<file path="src/rtl/fetch_unit.sv">
// Instruction-fetch stage: owns the PC, talks to instruction memory over a
// request/ready handshake and holds one instruction for decode.
module fetch_unit #(
   parameter logic [15:0] RESET_PC  = 16'h0000,
   parameter logic [15:0] NOP_INSTR = 16'h0800
) (
   input  logic        clk,
   input  logic        rst,
   output logic        imem_req,
   output logic [15:0] imem_addr,
   input  logic        imem_ready,
   input  logic [15:0] imem_data,
   input  logic        stall,
   input  logic        redirect,
   input  logic [15:0] redirect_pc,
   input  logic        halt,
   output logic [15:0] instruction,
   output logic [15:0] pc_inc,
   output logic        inst_valid,
   output logic        halted,
   output logic        err
);

   typedef enum logic {RUN, HALTED} state_t;

   state_t      state;
   logic [15:0] pc;
   logic [15:0] pc_next;
   logic        fetch_done;
   logic        consume;

   // rst is folded in so the request drops the instant reset asserts
   assign imem_req   = rst && (state == RUN) && (!inst_valid || !stall);
   assign imem_addr  = pc;
   assign pc_next    = pc + 16'd2;
   assign fetch_done = imem_req && imem_ready;
   assign consume    = inst_valid && !stall;

   always_ff @(posedge clk or negedge rst) begin
      if (!rst) begin
         state       <= RUN;
         pc          <= RESET_PC;
         instruction <= NOP_INSTR;
         pc_inc      <= '0;
         inst_valid  <= 1'b0;
         halted      <= 1'b0;
         err         <= 1'b0;
      end else if (state == RUN) begin
         if (halt && consume) begin
            state       <= HALTED;
            halted      <= 1'b1;
            inst_valid  <= 1'b0;
            instruction <= NOP_INSTR;
         end else if (redirect) begin
            // any fetch completing this cycle belongs to the old path
            pc          <= redirect_pc;
            inst_valid  <= 1'b0;
            instruction <= NOP_INSTR;
            if (redirect_pc[0]) begin
               err    <= 1'b1;
               halted <= 1'b1;
               state  <= HALTED;
            end
         end else if (fetch_done) begin
            instruction <= imem_data;
            pc_inc      <= pc_next;
            inst_valid  <= 1'b1;
            pc          <= pc_next;
         end else if (consume) begin
            inst_valid  <= 1'b0;
            instruction <= NOP_INSTR;
         end
      end
   end

endmodule

</file>
<file path="config.mk">
export PLATFORM = sky130hd
export DESIGN_NAME = fetch_unit
export DESIGN_NICKNAME = d
export VERILOG_FILES = /design/src/rtl/fetch_unit.sv
export SDC_FILE = /design/constraint.sdc
export NUM_CORES = 1
export LEC_CHECK = 0
export BUFFER_PORTS_ARGS = -buffer_cell sky130_fd_sc_hd__buf_4
export CAP_MARGIN = 20
export CORE_MARGIN = 4
export CORE_UTILIZATION = 23
export CTS_CLUSTER_DIAMETER = 200
export CTS_CLUSTER_SIZE = 40
export DETAILED_ROUTE_END_ITERATION = 7
export PLACE_DENSITY = 0.43
export SLEW_MARGIN = 20
export SYNTH_ARGS = -nofsm -noshare
export SYNTH_HDL_FRONTEND = slang
export SYNTH_SLANG_ARGS = --single-unit
export TNS_END_PERCENT = 30
</file>
<file path="constraint.sdc">
create_clock -name clk -period 4.85 [get_ports clk]
set_input_delay 1.2125 -clock clk [delete_from_list [all_inputs] [get_ports clk]]
set_output_delay 1.2125 -clock clk [all_outputs]
set_load 0.05 [all_outputs]
</file>
After elaboration in Yosys (flattened, before gate mapping)

Index checks and enable logic that the tools add are counted.

Mux-type cells: 17
Reduce and logical (&&, ||, !) cells: 17
Bitwise operators: 3
$add $sub $neg: 1

Operators with widths:

| operator              | number |
|---|---|
| $mux 16               | 6 |
| $add 16x2->16 const B | 1 |
| $mux 1                | 11 |
| $reduce_and 4->1      | 2 |
| $reduce_and 3->1      | 2 |
| $reduce_bool 2->1     | 3 |
| $logic_and 1x1->1     | 5 |
| $reduce_bool 4->1     | 1 |
| $not 1->1             | 3 |
| $logic_not 1->1       | 2 |
| $reduce_and 2->1      | 1 |
| $logic_or 1x1->1      | 1 |

Input bits: 38
Register bits: 52

Longest topological paths before layout

Gate-level depths: netlist (run 1).

Depth in word-level cells: 7
Mapped depth: 6
Depth with buffers taken out: 5

Least setup slack after synthesis (run 1)

Ideal clock, no wire load.

Path type: input port to output port
From: in stall
To: out imem_req
Path buffers: 0
Cell stages on the path: 2
Slack: 1.905 ns
Data required time: 3.638 ns
Arrival: 1.733 ns
Path through: nand2_1 > and3_1

Cells in the longest elaborated chain, start to end: 3

Ends and longest elaborated chain:

| element            | line | source |
|---|---|---|
| start: declaration | 13   | `input logic stall,` |
| $logic_not 1->1    | 33   | `assign imem_req = rst && (state == RUN) && (!inst_valid \|\| !stall);` |
| $logic_or 1x1->1   | 33   |  |
| $logic_and 1x1->1  | 33   |  |
| end: declaration   | 9    | `output logic imem_req,` |

No other way between the ends.

Final worst setup path (run 1)

From: in rst
To: out imem_req

Cells in the longest elaborated chain, start to end: 2

Ends and longest elaborated chain:

| element                         | line | source |
|---|---|---|
| start: declaration              | 8    | `input logic rst,` |
| $logic_and 1x1->1 (2 in series) | 33   |  |

No other way between the ends.

==> summary.md, run 1 <==
| Metric | Value |
|---|---|
| Status | `finished clean` |
| CP Class | `in -> out` |
| Synth Area in Simple Gates | `0.169` |
| Clock power share | `0.351` |
| Critical path fanouts, max | `57` |
| Crit. End Element | `primary output` |
| Largest net degree at the start of global routing | `a little under 60` |
| Die height | `around 110 µm` |
| Worst-Margin Slew | `about 0.76 ns` |
| Crit path time final | `between 3 and 4 ns` |
| Initial antenna violation count | `0` |
| Final Hold Viols | `0` |
| CTS clock-pin slew for the worst setup and hold paths | `around 0.10 ns` |
| Most frequent cells in the layout | `buf_4 (91), dfrtp_1 (51), nand2_1 (31)` |
| Req. time, crit path | `roughly 3.6 ns` |
| I/O Pins | `90` |
| Slew Viols, Final | `0` |
| Seq/Total Area, Yosys | `0.509` |
| Post-synthesis compound-gate area fraction | `0.212` |
| Final setup fails | `0` |
| CP Cell Sequence | `buf_4 > and3_1 > buf_4` |
| Count of input and output buffers | `between 80 and 90` |
| Vias in the first global route | `2249` |
| # DRC | `0` |
| Max Root-Sink Buffers | `2` |
| Worst-Skew Late Latency | `between 0.3 and 0.4 ns` |
| Mapped Area | `between 0.002 and 0.003 mm²` |
| Cell variety after synth | `56` |
| Multi-input combinational cell area | `~0.0011 mm²` |
| YS warnings | `0` |
| Static leakage | `roughly 1.6 nW` |
| # clock sinks | `52` |
| Worst hold slack | `~0.47 ns` |
| Flip-flop and latch area | `0.00130 mm²` |
| Combinational share of power | `0.070` |
| Internal power | `roughly 0.57 mW` |
| Sequential power share | `0.579` |
| Root Driver | `clkbuf_8` |
| Via-per-instance ratio | `about 4.6` |
| Startpoint Class | `input pin` |
| Mux cell area share after synthesis | `0.00391` |
| Final critical-path share of the clock period | `0.713` |
| Area delta synth->final | `33.2%` |
| # hold bufs at CTS | `0` |
| Critical-path top delay cell | `buf_4` |
| Via count | `roughly 2200` |
| Pwr/cell area | `220 mW/mm²` |
| Starting density of the core | `0.235` |
| Net switching power | `about 0.17 mW` |
| Die X | `114 µm` |
| Syn Inst Count | `roughly 250` |
| Wire per inst | `roughly 17 µm` |
| Xor/xnor share of the synthesized area | `0.0445` |
| Gp weighted congestion | `approximately 0.78` |
| TritonCTS buffer count | `5` |
| Placed insts | `between 400 and 500` |
| Post-Synth Adder-Cell Area | `0.00489` |
| RSZ-0062 raised after global routing | `false` |
| Share of layout cells above drive strength 1 | `0.326` |
| FFs w/ async S/R, synth | `1.00` |
| H-tree Lvls | `2` |
| Cell mode on critical path | `buf_4` |
| WP data arrival | `2.25 ns` |
| Diodes inserted | `0` |
| Placeable Area | `around 0.011 mm²` |
| Layout Nets | `372` |
| Total Power | `about 0.75 mW` |
| Max transition margin | `0.492` |
| Gr usage total | `0.122` |
| TNS Setup | `0 ns` |
| Starting DRT DRC Count | `between 90 and 100` |
| FMAX | `~290 MHz` |
| Most used DFF post-synth | `dfrtp_1` |
| Count of flip-flops with a built-in enable after synthesis | `0` |
| Worst vdd ir | `roughly 0.000089 V` |
| CTS tree | `built` |
| Mapped Nets | `292` |
| Synth Register Bits | `52` |
| # Post-CTS Setup Buffers | `0` |
| DP HPWL | `a little under 6000 µm` |
| Fill cells | `around 1200` |
| Die area | `between 0.01 and 0.015 mm²` |
| Post-route insts no fill | `~470` |
| Skew final | `around 0.0074 ns` |
| First-pass GRT wire length | `approximately 13000 µm` |
| Sw Share | `0.233` |
| Finished Cell Area | `0.00341 mm²` |
| GRT overflow | `0` |
| Dpl cell area | `roughly 0.0033 mm²` |
| First drt pass iteration count | `4` |
| HP Class | `reg -> reg` |
| Most common cell after layout, fill and taps aside | `buf_4` |
| Largest family of logic cells by synthesized area | `compound AO/OA/AOI/OAI gates` |
| Mean post-synth cell area | `~10 µm²` |
| FP Rows | `38` |
| Worst path max stage delay | `between 0.5 and 0.6 ns` |
| Resized cells post-CTS | `0` |
| MaxCap Viol Count | `0` |
| Post-DRT Antenna Nets | `0` |
| Detailed Route WL | `between 7000 and 8000 µm` |
-- worst max-delay path: cells and delay by family --
family	cells	cell delay, ns
buf+inv	2	0.74
simple gates	1	0.26
-- kinds of logic after synthesis --
family / after synthesis
simple gates: 83
fa+ha+maj: 1
buf+inv: 27
flops: 52
mux: 1
xor+xnor: 13
compound gates: 76
-- final cells by class --
cell class / count / share of cell area
sequential: 52 / 0.382
multi-input combinational: 174 / 0.329
tap: 140 / 0.0514
clock inverter: 1 / 0.00220
clock buffer: 7 / 0.0253
inverter: 9 / 0.00991
timing repair buffer: 91 / 0.200
-- path summary, 6_finish.rpt --
path	from	to	slack [ns]	depth (start not counted)
setup / recovery	rst	imem_req	1.39	3
hold / removal	instruction[11]$_DFFE_PN1P_	instruction[11]$_DFFE_PN1P_	0.47	2
setup reg to reg	imem_addr[1]$_DFFE_PN0P_	imem_addr[13]$_DFFE_PN0P_	2.77	5
hold reg to reg	instruction[11]$_DFFE_PN1P_	instruction[11]$_DFFE_PN1P_	0.47	2
max in group asynchronous	rst	imem_addr[11]$_DFFE_PN0P_	3.43	1
min in group asynchronous	rst	instruction[12]$_DFFE_PN0P_	0.94	1
-- per-layer routing --
metal  up-vias  share of wire  GRT usage
li1       1078              -          -
met1      1055           0.48      0.171
met2        40           0.48      0.192
met3         8          0.031     0.0249
met4         0          0.012     0.0329
met5         -              0          0
-- synthesized netlist by cell type, types with 2 or more instances --
library cell	n	area, µm²
nor3_1	2	10.0
a22o_1	16	140
nor2_1	12	45.0
a211o_1	2	17.5
a22oi_1	3	22.5
and3_1	4	25.0
clkbuf_1	11	41.3
a21oi_1	5	25.0
and4_1	3	26.3
xnor2_1	9	78.8
clkbuf_8	2	27.5
dfrtp_1	51	1280
or2_2	2	12.5
a211oi_1	3	22.5
o21ai_0	21	105
inv_1	9	33.8
nor4_1	5	31.3
o31ai_1	7	52.6
nand2_1	31	116
nor2b_1	2	12.5
buf_4	2	15.0
nand4_1	3	18.8
o21a_1	2	15.0
xor2_1	4	35.0
o32ai_1	2	17.5
nand3_1	7	35.0
a31oi_1	4	25.0
-- through the flow --
stage,setup slack [ns],utilization
after floorplan,1.90,-
after global placement,1.33,0.304
after detailed placement,1.33,0.305
after CTS,1.33,0.313
after global routing,1.24,0.313
final,1.39,0.313
-- sequential cells by signal (all words and copies together), names as in the netlist --
register	count
err	1
halted	1
state	1
instruction	16
inst_valid	1
pc_inc	16
imem_addr	16
-- power by group through the flow --
| stage | clock [mW] | combinational [mW] | sequential [mW] |
|---|---|---|---|
| 3_3_place_gp | 0 | 0.0536 | 0.442 |
| 3_5_place_dp | 0 | 0.0540 | 0.442 |
| 2_1_floorplan | 0 | 0.0145 | 0.444 |
| 5_1_grt | 0.295 | 0.0585 | 0.434 |
| 6_report | 0.263 | 0.0525 | 0.434 |
| 4_1_cts | 0.277 | 0.0541 | 0.434 |
No activity file was read; power rests on OpenSTA's default activity.
==> run 2: changes to the inputs <==
Settings changed: PLACE_DENSITY 0.43 to 0.45.
Clock period 4.85 ns to 3.09 ns, I/O delays scaled along.
==> run 2 against run 1 <==
  * Utilization is 0.15 points higher
  * Via count is 0.18% lower
  * Largest cell class unchanged
  * Clock-buffer cell count is 1 lower
  * Combinational power is 58% higher
  * Global-route usage is 0.26 points lower
==> summary.md, run 2 (synthesis gave the netlist of run 1 again) <==
| Metric | Value |
|---|---|
| Status | `finished clean` |
| Skew final | `approximately 0.011 ns` |
| Placeable Area | `between 0.01 and 0.015 mm²` |
| Die X | `about 110 µm` |
| Share of layout cells above drive strength 1 | `0.335` |
| Diodes inserted | `0` |
| Pwr/cell area | `about 350 mW/mm²` |
| Final Hold Viols | `0` |
| Largest net degree at the start of global routing | `31` |
| Sequential power share | `0.575` |
| Clock power share | `0.355` |
| First-pass GRT wire length | `approximately 12000 µm` |
| Worst-Margin Slew | `about 0.55 ns` |
| Die height | `114 µm` |
| Gr usage total | `0.119` |
| Layout Nets | `between 300 and 400` |
| Worst path max stage delay | `approximately 0.32 ns` |
| FMAX | `around 430 MHz` |
| Critical path fanouts, max | `30` |
| DP HPWL | `5750 µm` |
| Core Util, Final | `0.315` |
| Slew Viols, Final | `0` |
| Worst Path Buf+Inv | `2` |
| Max Root-Sink Buffers | `2` |
| Critical-path top delay cell | `buf_4` |
| MaxCap Viol Count | `0` |
| Initial antenna violation count | `0` |
| Die area | `between 0.01 and 0.015 mm²` |
| WP data arrival | `between 1.5 and 2 ns` |
| Combinational share of power | `0.070` |
| WL met1 | `~3800 µm` |
| Pre-CTS setup slack | `between 0.6 and 0.7 ns` |
| Root Driver | `clkbuf_8` |
| Routed wl met2 | `around 3500 µm` |
| Crit. End Element | `primary output` |
| CP Cell Sequence | `buf_4 > and3_1 > buf_4` |
| Resized cells post-CTS | `0` |
| Gp weighted congestion | `just under 0.8` |
| Post-DRT Antenna Nets | `0` |
| Final setup fails | `0` |
| CP Class | `in -> out` |
| Most common cell after layout, fill and taps aside | `buf_4` |
| GRT overflow | `0` |
| H-tree Lvls | `2` |
| First drt pass iteration count | `6` |
| Most frequent cells in the layout | `buf_4 (94), dfrtp_1 (51), nand2_1 (31)` |
| CTS tree | `built` |
| # DRC | `0` |
| Count of input and output buffers | `89` |
| Crit path time final | `about 2.3 ns` |
| HP Class | `in -> async` |
| Internal power | `0.905 mW` |
| CP top delay family | `buffers and inverters` |
| # Post-CTS Setup Buffers | `0` |
| Met3 routed WL | `between 150 and 200 µm` |
| Net switching power | `about 0.28 mW` |
| FP Rows | `38` |
| Detailed Route WL | `7660 µm` |
| Dpl cell area | `0.00333 mm²` |
| Finished Cell Area | `0.00343 mm²` |
| Fill cells | `approximately 1200` |
| Static leakage | `1.63 nW` |
| Flip-flop and latch area | `0.00130 mm²` |
| Highest routed layer | `met4` |
| # clock sinks | `52` |
| Area delta synth->final | `33.8%` |
| Via count | `roughly 2200` |
| TNS Setup | `0 ns` |
| CTS clock-pin slew for the worst setup and hold paths | `around 0.1 ns` |
| Max transition margin | `0.632` |
| Cell mode on critical path | `buf_4` |
| TritonCTS buffer count | `5` |
| Worst vdd ir | `~0.00017 V` |
| Via-per-instance ratio | `4.56` |
| Multi-input combinational cell area | `around 0.0011 mm²` |
| I/O Pins | `90` |
| Final critical-path share of the clock period | `0.746` |
| Worst hold slack | `roughly 0.37 ns` |
| Wire per inst | `approximately 16 µm` |
| Vias in the first global route | `around 2200` |
| Sw Share | `0.236` |
| Setup WS post-layout | `roughly 0.78 ns` |
| Worst-Skew Late Latency | `approximately 0.31 ns` |
| Starting density of the core | `0.235` |
| Startpoint Class | `input pin` |
| Starting DRT DRC Count | `about 120` |
| RSZ-0062 raised after global routing | `false` |
| # hold bufs at CTS | `0` |
| Req. time, crit path | `2.32 ns` |
## run 2: cell types whose count changed in the layout (fill, tap and decap cells not counted), sizes merged
| cell | change |
|---|---|
| clkbuf | -1 |
| clkinvlp | -1 |
| inv | +1 |
| buf | +3 |
| clkinv | +1 |
## run 2: stage by stage
stage	power, mW	instances
6_report	1.18	477
3_5_place_dp	0.780	469
4_1_cts	1.21	477
3_3_place_gp	0.779	469
5_1_grt	1.24	477
2_1_floorplan	0.720	253
## run 2: final timing paths
kind | from | to | slack [ns] | cells past startpoint
max in group asynchronous | rst | pc_inc[11]$_DFFE_PN0P_ | 2.01 | 2
min in group clk | instruction[11]$_DFFE_PN1P_ | instruction[11]$_DFFE_PN1P_ | 0.47 | 2
hold / removal | rst | imem_addr[0]$_DFFE_PN0P_ | 0.37 | 1
setup reg to reg | imem_addr[1]$_DFFE_PN0P_ | imem_addr[13]$_DFFE_PN0P_ | 1.06 | 5
setup / recovery | rst | imem_req | 0.78 | 3
hold reg to reg | instruction[11]$_DFFE_PN1P_ | instruction[11]$_DFFE_PN1P_ | 0.47 | 2
## run 2: routing by layer
| metal | vias to the layer above | global-route usage |
|---|---|---|
| met5 | - | 0 |
| met4 | 0 | 0.0337 |
| met3 | 7 | 0.0186 |
| met2 | 37 | 0.183 |
| met1 | 1042 | 0.174 |
| li1 | 1091 | - |
## run 2: area by class of cell
cell class,count,share of cell area
clock inverters,2,0.00402
multi-input cells,174,0.325
inverters,9,0.00986
clock buffers,6,0.0241
repair buffers,94,0.206
flip-flops and latches,52,0.380
well taps,140,0.0511
## run 2: power groups by stage
| stage | Combinational, mW | Sequential (mW) | Clock (mW) |
|---|---|---|---|
| after CTS | 0.0852 | 0.681 | 0.442 |
| after global routing | 0.0928 | 0.681 | 0.462 |
| after global placement | 0.0843 | 0.694 | 0 |
| final | 0.0830 | 0.681 | 0.420 |
| after detailed placement | 0.0854 | 0.694 | 0 |
| after floorplan | 0.0227 | 0.697 | 0 |
